--- config.mk ---
export PLATFORM = sky130hd
export DESIGN_NAME = disp_scan_ctrl
export DESIGN_NICKNAME = d
export VERILOG_FILES = /design/src/rtl/disp_scan_ctrl.sv
export SDC_FILE = /design/constraint.sdc
export NUM_CORES = 1
export LEC_CHECK = 0
export BUFFER_PORTS_ARGS = -buffer_cell sky130_fd_sc_hd__buf_2
export CORE_MARGIN = 2
export CORE_UTILIZATION = 50
export DETAILED_ROUTE_END_ITERATION = 8
export PLACE_DENSITY = 0.76
export SETUP_SLACK_MARGIN = 0.15
export SYNTH_ARGS = -nofsm -noshare
export SYNTH_HDL_FRONTEND = slang
export SYNTH_SLANG_ARGS = --single-unit
export TNS_END_PERCENT = 20
--- constraint.sdc ---
create_clock -name clk100Mhz -period 2.5 [get_ports clk100Mhz]
set_input_delay 0.25 -clock clk100Mhz [delete_from_list [all_inputs] [get_ports clk100Mhz]]
set_output_delay 0.25 -clock clk100Mhz [all_outputs]
set_load 0.1 [all_outputs]
--- src/rtl/disp_scan_ctrl.sv ---
// disp_scan_ctrl: 4-digit multiplexed 7-segment scanner for an HH:MM clock.
// Each digit slot opens with a guard interval where all anodes are off, then
// shows the digit latched at show entry. Supports blink (per field) and
// hours-tens leading-zero blanking. All display outputs are registered.
module disp_scan_ctrl #(
    parameter int REFRESH_DIV  = 50000,
    parameter int GUARD        = 100,
    parameter int BLINK_FRAMES = 125
) (
    input  logic       clk100Mhz,
    input  logic       rst,
    input  logic [3:0] digit0,
    input  logic [3:0] digit1,
    input  logic [3:0] digit2,
    input  logic [3:0] digit3,
    input  logic [3:0] dp_mask,
    input  logic [1:0] blink_sel,
    input  logic       lz_blank,
    output logic [3:0] an,
    output logic [6:0] seg,
    output logic       dp,
    output logic       frame_tick
);

    localparam int CW = (REFRESH_DIV > 1) ? $clog2(REFRESH_DIV) : 1;
    localparam int FW = (BLINK_FRAMES > 1) ? $clog2(BLINK_FRAMES) : 1;
    localparam logic [CW-1:0] CNT_LAST   = CW'(REFRESH_DIV - 1);
    localparam logic [CW-1:0] GUARD_LAST = CW'(GUARD - 1);
    localparam logic [FW-1:0] FRM_LAST   = FW'(BLINK_FRAMES - 1);

    typedef enum logic {ST_GUARD, ST_SHOW} state_t;

    state_t        state, state_nxt;
    logic [CW-1:0] cnt;
    logic [1:0]    idx;
    logic [FW-1:0] fcnt;
    logic          blink_ph;

    logic          show_entry, show_exit;
    logic [3:0]    cur_digit;
    logic [6:0]    seg_dec, seg_nxt;
    logic          dp_nxt;
    logic          blink_hit, lz_hit;

    // Next-state: guard for GUARD cycles, then show until the slot ends
    always_comb begin
        state_nxt  = state;
        show_entry = 1'b0;
        show_exit  = 1'b0;
        case (state)
            ST_GUARD: if (cnt == GUARD_LAST) begin
                state_nxt  = ST_SHOW;
                show_entry = 1'b1;
            end
            ST_SHOW: if (cnt == CNT_LAST) begin
                state_nxt = ST_GUARD;
                show_exit = 1'b1;
            end
            default: state_nxt = ST_GUARD;
        endcase
    end

    // Pulses during the last show cycle of digit3, i.e. the cycle whose edge wraps 3->0
    assign frame_tick = show_exit && (idx == 2'd3);

    // Digit select, BCD decode and blanking priority (blink > leading zero > decode)
    always_comb begin
        cur_digit = digit0;
        case (idx)
            2'd0: cur_digit = digit0;
            2'd1: cur_digit = digit1;
            2'd2: cur_digit = digit2;
            2'd3: cur_digit = digit3;
            default: cur_digit = digit0;
        endcase
        seg_dec = 7'b0111111;
        case (cur_digit)
            4'd0: seg_dec = 7'b1000000;
            4'd1: seg_dec = 7'b1111001;
            4'd2: seg_dec = 7'b0100100;
            4'd3: seg_dec = 7'b0110000;
            4'd4: seg_dec = 7'b0011001;
            4'd5: seg_dec = 7'b0010010;
            4'd6: seg_dec = 7'b0000010;
            4'd7: seg_dec = 7'b1111000;
            4'd8: seg_dec = 7'b0000000;
            4'd9: seg_dec = 7'b0010000;
            default: seg_dec = 7'b0111111;
        endcase
        blink_hit = blink_ph && (idx[1] ? blink_sel[1] : blink_sel[0]);
        lz_hit    = lz_blank && (idx == 2'd3) && (cur_digit == 4'd0);
        seg_nxt   = seg_dec;
        dp_nxt    = ~dp_mask[idx];
        if (blink_hit) begin
            seg_nxt = 7'b1111111;
            dp_nxt  = 1'b1;
        end else if (lz_hit) begin
            seg_nxt = 7'b1111111;
        end
    end

    // State register
    always_ff @(posedge clk100Mhz or posedge rst) begin
        if (rst) state <= ST_GUARD;
        else     state <= state_nxt;
    end

    // Slot counter: 0..REFRESH_DIV-1, wraps at every slot end
    always_ff @(posedge clk100Mhz or posedge rst) begin
        if (rst)                  cnt <= '0;
        else if (cnt == CNT_LAST) cnt <= '0;
        else                      cnt <= cnt + 1'b1;
    end

    // Digit index advances as each show ends
    always_ff @(posedge clk100Mhz or posedge rst) begin
        if (rst)            idx <= 2'd0;
        else if (show_exit) idx <= idx + 2'd1;
    end

    // Frame counter and blink phase, stepped on each 3->0 wrap
    always_ff @(posedge clk100Mhz or posedge rst) begin
        if (rst) begin
            fcnt     <= '0;
            blink_ph <= 1'b0;
        end else if (frame_tick) begin
            if (fcnt == FRM_LAST) begin
                fcnt     <= '0;
                blink_ph <= ~blink_ph;
            end else begin
                fcnt <= fcnt + 1'b1;
            end
        end
    end

    // Display registers: load the digit at show entry, blank at show exit
    always_ff @(posedge clk100Mhz or posedge rst) begin
        if (rst) begin
            an  <= 4'b1111;
            seg <= 7'b1111111;
            dp  <= 1'b1;
        end else if (show_entry) begin
            an  <= ~(4'b0001 << idx);
            seg <= seg_nxt;
            dp  <= dp_nxt;
        end else if (show_exit) begin
            an  <= 4'b1111;
            seg <= 7'b1111111;
            dp  <= 1'b1;
        end
    end

endmodule

==> impl_results.md, run 1 <==
- WP buf/inv: 2
- TritonCTS clock tree: done
- Fmax: around 430 MHz
- Clock Tree Buf Depth: 2
- Mapped cell area: between 2000 and 2500 um^2
- CP Capture Type: output pin
- Commonest non-fill, non-tap cell in the layout: buf_2
- Row count: 23
- Slowest cell delay on critical path: 0.55 ns
- EDFF count, synth: 0
- Initial antenna violation count: 0
- Routability Congestion: roughly 0.8
- Largest cells by area after synthesis: dfrtp_1, dfstp_2, ha_1, xor2_1, nor2_1
- Pwr/cell area: slightly below 500 nW/um^2
- Syn nets: 243
- Worst hold path type: input pin to async pin
- Die area: roughly 4800 um^2
- Hold_buf cts: 0
- Ys flop type: dfrtp_1
- Die Ht: 69.2 um
- H-tree Lvls: 2
- Logic pwr share: under 10%
- Max Fanout on Critical Path: 3
- Share of layout cells above drive strength 1: 37.2%
- Max-Cap Viols: 0
- Max Clock Skew: 0.00486 ns
- Post-Route WL: ~4.5 mm
- Port Buffers: 37
- Initial Utilization: 52.4%
- Count of cell types in the netlist: 40
- Synth top area share: 31.8%
- Worst Setup Path Type: register to output pin
- Initial DRC count: 98
- Post-synth ARST share: 100%
- First-pass GRT wire length: between 7 and 8 mm
- Seq pwr share: 47.9%
- Unrepaired setup endpoints after global routing: yes
- Fin crit share: 93.8%
- Count of final setup violators: 0
- Sw Pwr: approximately 0.00026 W
- Drt pass-1 iters: 4
- Crit path cell chain: or4b_4, or2_4, nor3_4, nand3_2, inv_2, buf_12
- DR DRC count: 0
- Mapped Avg Cell Area: 10.2 um^2
- Clk sinks: 39
- Mapped Cells: ~210
- Area grow syn2layout: 25.2%
- Largest area contributor in the netlist: dfrtp_1
- Clk pwr share: 47.6%
- LEAKAGE: between 1 and 1.5 nW
- Status: complete, no violations
- Gr usage total: roughly a fifth
- Share of the yosys chip area belonging to registers: roughly 47%
- Worst ir drop on vdd: 343 uV
- Delay-heaviest family, CP: simple AND/OR/NAND/NOR gates
- CP startpoint kind: register
- Synthesized flop and latch total: 39
- CP arrival: between 2 and 2.5 ns
- Detailed-route wire length per cell: 14.5 um
- Hold slack final: 0.0611 ns
- CTS root buf: clkbuf_8
- Pins Over Slew Limit: 0
- Number of global-route vias before repair: 1686
- Vias per cell: 5.65
- Worst-margin pin slew: approximately 0.48 ns
- Ports: 38
- Antenna-violating nets left: 0
- Slew headroom: 67.8%
- Total overflow reported by the global router: 0
- Yosys warns: 0
- Final HPWL DP: 3.15 mm
- Worst EP required: 2.25 ns
- Final hold violation count: 0
- Core ar.: 4060 um^2
- Switching Share: 19.9%
- Commonest non-fill, non-tap cells in the layout: buf_2, dfrtp_1, nor2_1
- Die width: 69.2 um
- Clock-pin transition on the worst setup and hold timing paths: around 0.08 ns
- Via count: 1740
- Num CTS Buffers: 5
- Net count, final: 292
- Clock Latency Late Sink: slightly below 0.3 ns
- Largest net degree at the start of global routing: 40
- P_int: 0.00106 W
- Inserted Diodes: 0
- CP max-delay cell: or4b_4
- Fin crit period: around 2.3 ns
- TNS Setup: 0 ns
final cells by class:
class                   instances  area (um^2)
clock inverters                 3         67.6
repair buffers                 49          290
well taps                      50         62.6
clock buffers                   5         68.8
flip-flops and latches         39          993
fillers                       318         1400
multi-input cells             147         1120
inverters                      15         56.3
state kept, by name, summed over array words and instances (netlist names):
register,flops
an,4
blink_ph,1
idx,2
seg,7
fcnt,7
dp,1
cnt,16
state,1
worst min-delay path, cell delays in order:
cell   delay [ns]
buf_2        0.09
inv_1        0.04
buf_4        0.41
metrics by stage:
step	worst slack, ns	std cells	total power [W]	instance area [um^2]	util [%]
4_1_cts	0.141	304	0.00133	2580	63.6
6_report	0.156	308	0.00132	2660	65.6
2_1_floorplan	0.127	208	0.000674	2130	-
3_3_place_gp	0.215	293	0.000701	2400	59.1
5_1_grt	0.0675	308	0.00137	2660	65.6
3_5_place_dp	0.120	293	0.000702	2400	59.1
cells by family after synthesis:
kind of cell	count (synthesis)	synth area share, %
buffers and inverters	22	3.94
adders and majority gates	10	5.89
DFF	39	46.6
muxes	9	5.18
and+or+nand+nor	76	18.8
AOI/OAI and AO/OA	36	12.9
xor gates and xnor gates	16	6.59
routing by layer:
layer  routed length [um]  global-route usage, %  part of all wire, %  vias up
met5                    0                      0                    0        -
met4                   48                   5.45                  1.1        0
met3                  152                   4.94                  3.4        6
met2                 2170                   30.4                   49       31
met1                 2100                   26.5                   47      853
li1                     -                      -                    -      850
Yosys cell counts (4+ instances only):
master,number
dfrtp_1,27
mux2_2,6
ha_1,10
nand4_1,7
nor2_1,19
a2bb2oi_1,6
o22a_1,4
xor2_1,9
nand2_1,9
dfstp_2,12
o21ai_0,8
xnor2_1,7
clkbuf_1,6
and3_1,4
a222oi_1,4
nand3_1,13
inv_1,15
nor3_1,7
worst paths after layout:
path,start,slack [ns],cells after the start,to
hold reg to reg,fcnt[6],0.47,1,fcnt[6]
hold / removal,rst,0.06,3,cnt[1]
setup / recovery,cnt[12],0.16,6,frame_tick
max in group asynchronous,rst,2.08,3,idx[1]
setup reg to reg,cnt[12],0.27,5,seg[5]
min in group clk100Mhz,lz_blank,0.42,4,seg[6]
what timing repair did:
action / 4_1_cts / 5_1_grt
pin swaps: 1 / 2
gates cloned: 0 / 0
setup endpoints to repair: 5 / 19
resized for setup: 8 / 12
buffers inserted: 3 / 4
power by group through the flow:
stage	clock (W)	combinational (W)	sequential, W
5_1_grt	0.000669	0.0000677	0.000631
4_1_cts	0.000637	0.0000588	0.000631
2_1_floorplan	0	0.0000307	0.000643
3_3_place_gp	0	0.0000584	0.000643
3_5_place_dp	0	0.0000585	0.000643
6_report	0.000627	0.0000599	0.000631
Power figures use the tool's default switching activity.
==> run 2: changes to the inputs <==
- CORE_UTILIZATION: 50 -> 55
- PLACE_DENSITY: 0.76 -> 0.79
- clock period: 2.5 -> 2.6 ns (I/O delays scaled with it)
==> impl_results.md, run 2 (synthesis results as in run 1) <==
- Worst ir drop on vdd: 373 uV
- Inserted Diodes: 0
- Die area: approximately 4400 um^2
- Max Clock Skew: 0.00757 ns
- Largest net degree at the start of global routing: 18
- Die width: 66.2 um
- TNS Setup: 0 ns
- Final HPWL DP: 3.31 mm
- Commonest non-fill, non-tap cells in the layout: buf_2, dfrtp_1, nor2_1
- Area grow syn2layout: 22.1%
- Pwr Total: 0.00117 W
- Crit path cell chain: or4b_4, or2_4, nor3_4, nand3_2, inv_1, buf_12
- Share of layout cells above drive strength 1: 34.6%
- CP startpoint kind: register
- Registers with the most flip-flops: cnt (16), fcnt (7), seg (7)
- Core ar.: roughly 3700 um^2
- WP buf/inv: 2
- Gr usage total: 23.4%
- Clock Latency Late Sink: about 0.29 ns
- CP Capture Type: output pin
- Pwr/cell area: 449 nW/um^2
- Finished Core Util: 70.4%
- Unrepaired setup endpoints after global routing: yes
- Ports: 38
- DR DRC count: 0
- Fin crit period: 2.39 ns
- Slowest cell delay on critical path: 0.57 ns
- Slew headroom: roughly 67%
- TritonCTS clock tree: done
- Initial antenna violation count: 0
- Commonest non-fill, non-tap cell in the layout: buf_2
- Via count: approximately 1700
- Clock-pin transition on the worst setup and hold timing paths: 0.08 ns
- Number of global-route vias before repair: 1706
- Max-Cap Viols: 0
- Most flop-heavy register: cnt
- Net count, final: about 290
- Detailed-route wire length per cell: roughly 15 um
- CP arrival: 2.13 ns
- Worst Setup Path Type: register to output pin
- Fin crit share: 91.8%
- Clock Tree Buf Depth: 2
- Antenna-violating nets left: 0
- CP max-delay cell: or4b_4
- Total overflow reported by the global router: 0
- Die Ht: roughly 66 um
- Post-Route WL: 4.50 mm
- Worst-margin pin slew: 0.496 ns
- Routability Congestion: 0.805
- Fmax: around 420 MHz
- Count of final setup violators: 0
- LEAKAGE: approximately 1.2 nW
- Port Buffers: 37
- Max reg flops: 16
- Status: complete, no violations
- H-tree Lvls: 2
- Worst hold path type: input pin to register
- Initial Utilization: 57.6%
- Vias per cell: roughly 5.7
- Worst EP required: between 2 and 2.5 ns
- First-pass GRT wire length: 7.67 mm
- Drt pass-1 iters: 4
- Delay-heaviest family, CP: simple AND/OR/NAND/NOR gates
- CTS root buf: clkbuf_8
- Final hold violation count: 0
- Row count: 22
- Max Fanout on Critical Path: 4
- Initial DRC count: 99
- Clk sinks: 39
- Pins Over Slew Limit: 0
- Num CTS Buffers: 5
==> run 2: what timing repair did <==
item / 4_1_cts / 5_1_grt
setup endpoints to repair: 5 / 14
resized for setup: 2 / 14
hold buffers: 1 / 0
endpoints found under the hold margin: 3 / 0
gates cloned: 0 / 0
setup buffers: 1 / 2
pin swaps: 0 / 3
==> run 2: metal layers <==
metal	routed length, um	global-route usage, %	share of wire (%)	up-vias
li1	-	-	-	841
met1	2070	29.7	46	846
met2	2210	38.4	49	36
met3	156	5.28	3.5	6
met4	71	9.69	1.6	0
met5	0	0	0	-
==> run 2: area by class of cell <==
class | instances | area (um^2)
clock buffer | 5 | 68.8
clock inverter | 3 | 43.8
fill | 293 | 1090
inverter | 15 | 56.3
multi-input combinational | 147 | 1110
sequential | 39 | 993
tap | 48 | 60.1
timing repair buffer | 45 | 263
==> run 2: final timing paths <==
kind                                from          to  slack (ns)  cells after the start
worst max-delay path             cnt[12]  frame_tick        0.21                      6
worst max register to register    idx[0]      seg[2]        0.25                      9
min in group asynchronous            rst      cnt[1]        0.48                      3
max in group asynchronous            rst          dp        1.49                      4
worst min-delay path            lz_blank      seg[6]        0.46                      4
worst min register to register   fcnt[6]     fcnt[6]        0.48                      1
==> run 2: worst register-to-register path: cells and delay by family (launching register included) <==
family	cells	cell delay (ns)
AO/OA/AOI/OAI	2	0.30
multiplexers	1	0.33
flip-flops	1	0.45
AND/OR/NAND/NOR	3	0.65
adder cells (fa/ha/maj)	2	0.45
buffers and inverters	1	0.10
==> run 2: per-stage QoR <==
stage | hold slack (ns) | cells | setup WS (ns) | instance area, um^2
global route | 0.491 | 302 | 0.0971 | 2600
floorplan | 0.436 | 208 | 0.164 | 2130
finish | 0.455 | 302 | 0.213 | 2600
detailed placement | 0.244 | 290 | 0.0776 | 2390
CTS | 0.450 | 300 | 0.114 | 2530
global placement | 0.255 | 290 | 0.186 | 2390
==> run 2: report_power, final <==
| part | total, W | leakage, nW | internal [W] | switching (W) |
|---|---|---|---|---|
| combinational | 0.0000601 | 0.696 | 0.0000274 | 0.0000327 |
| clock | 0.000499 | 0.0581 | 0.000285 | 0.000213 |
| sequential | 0.000607 | 0.485 | 0.000607 | 0 |
| total | 0.00117 | 1.24 | 0.000920 | 0.000246 |
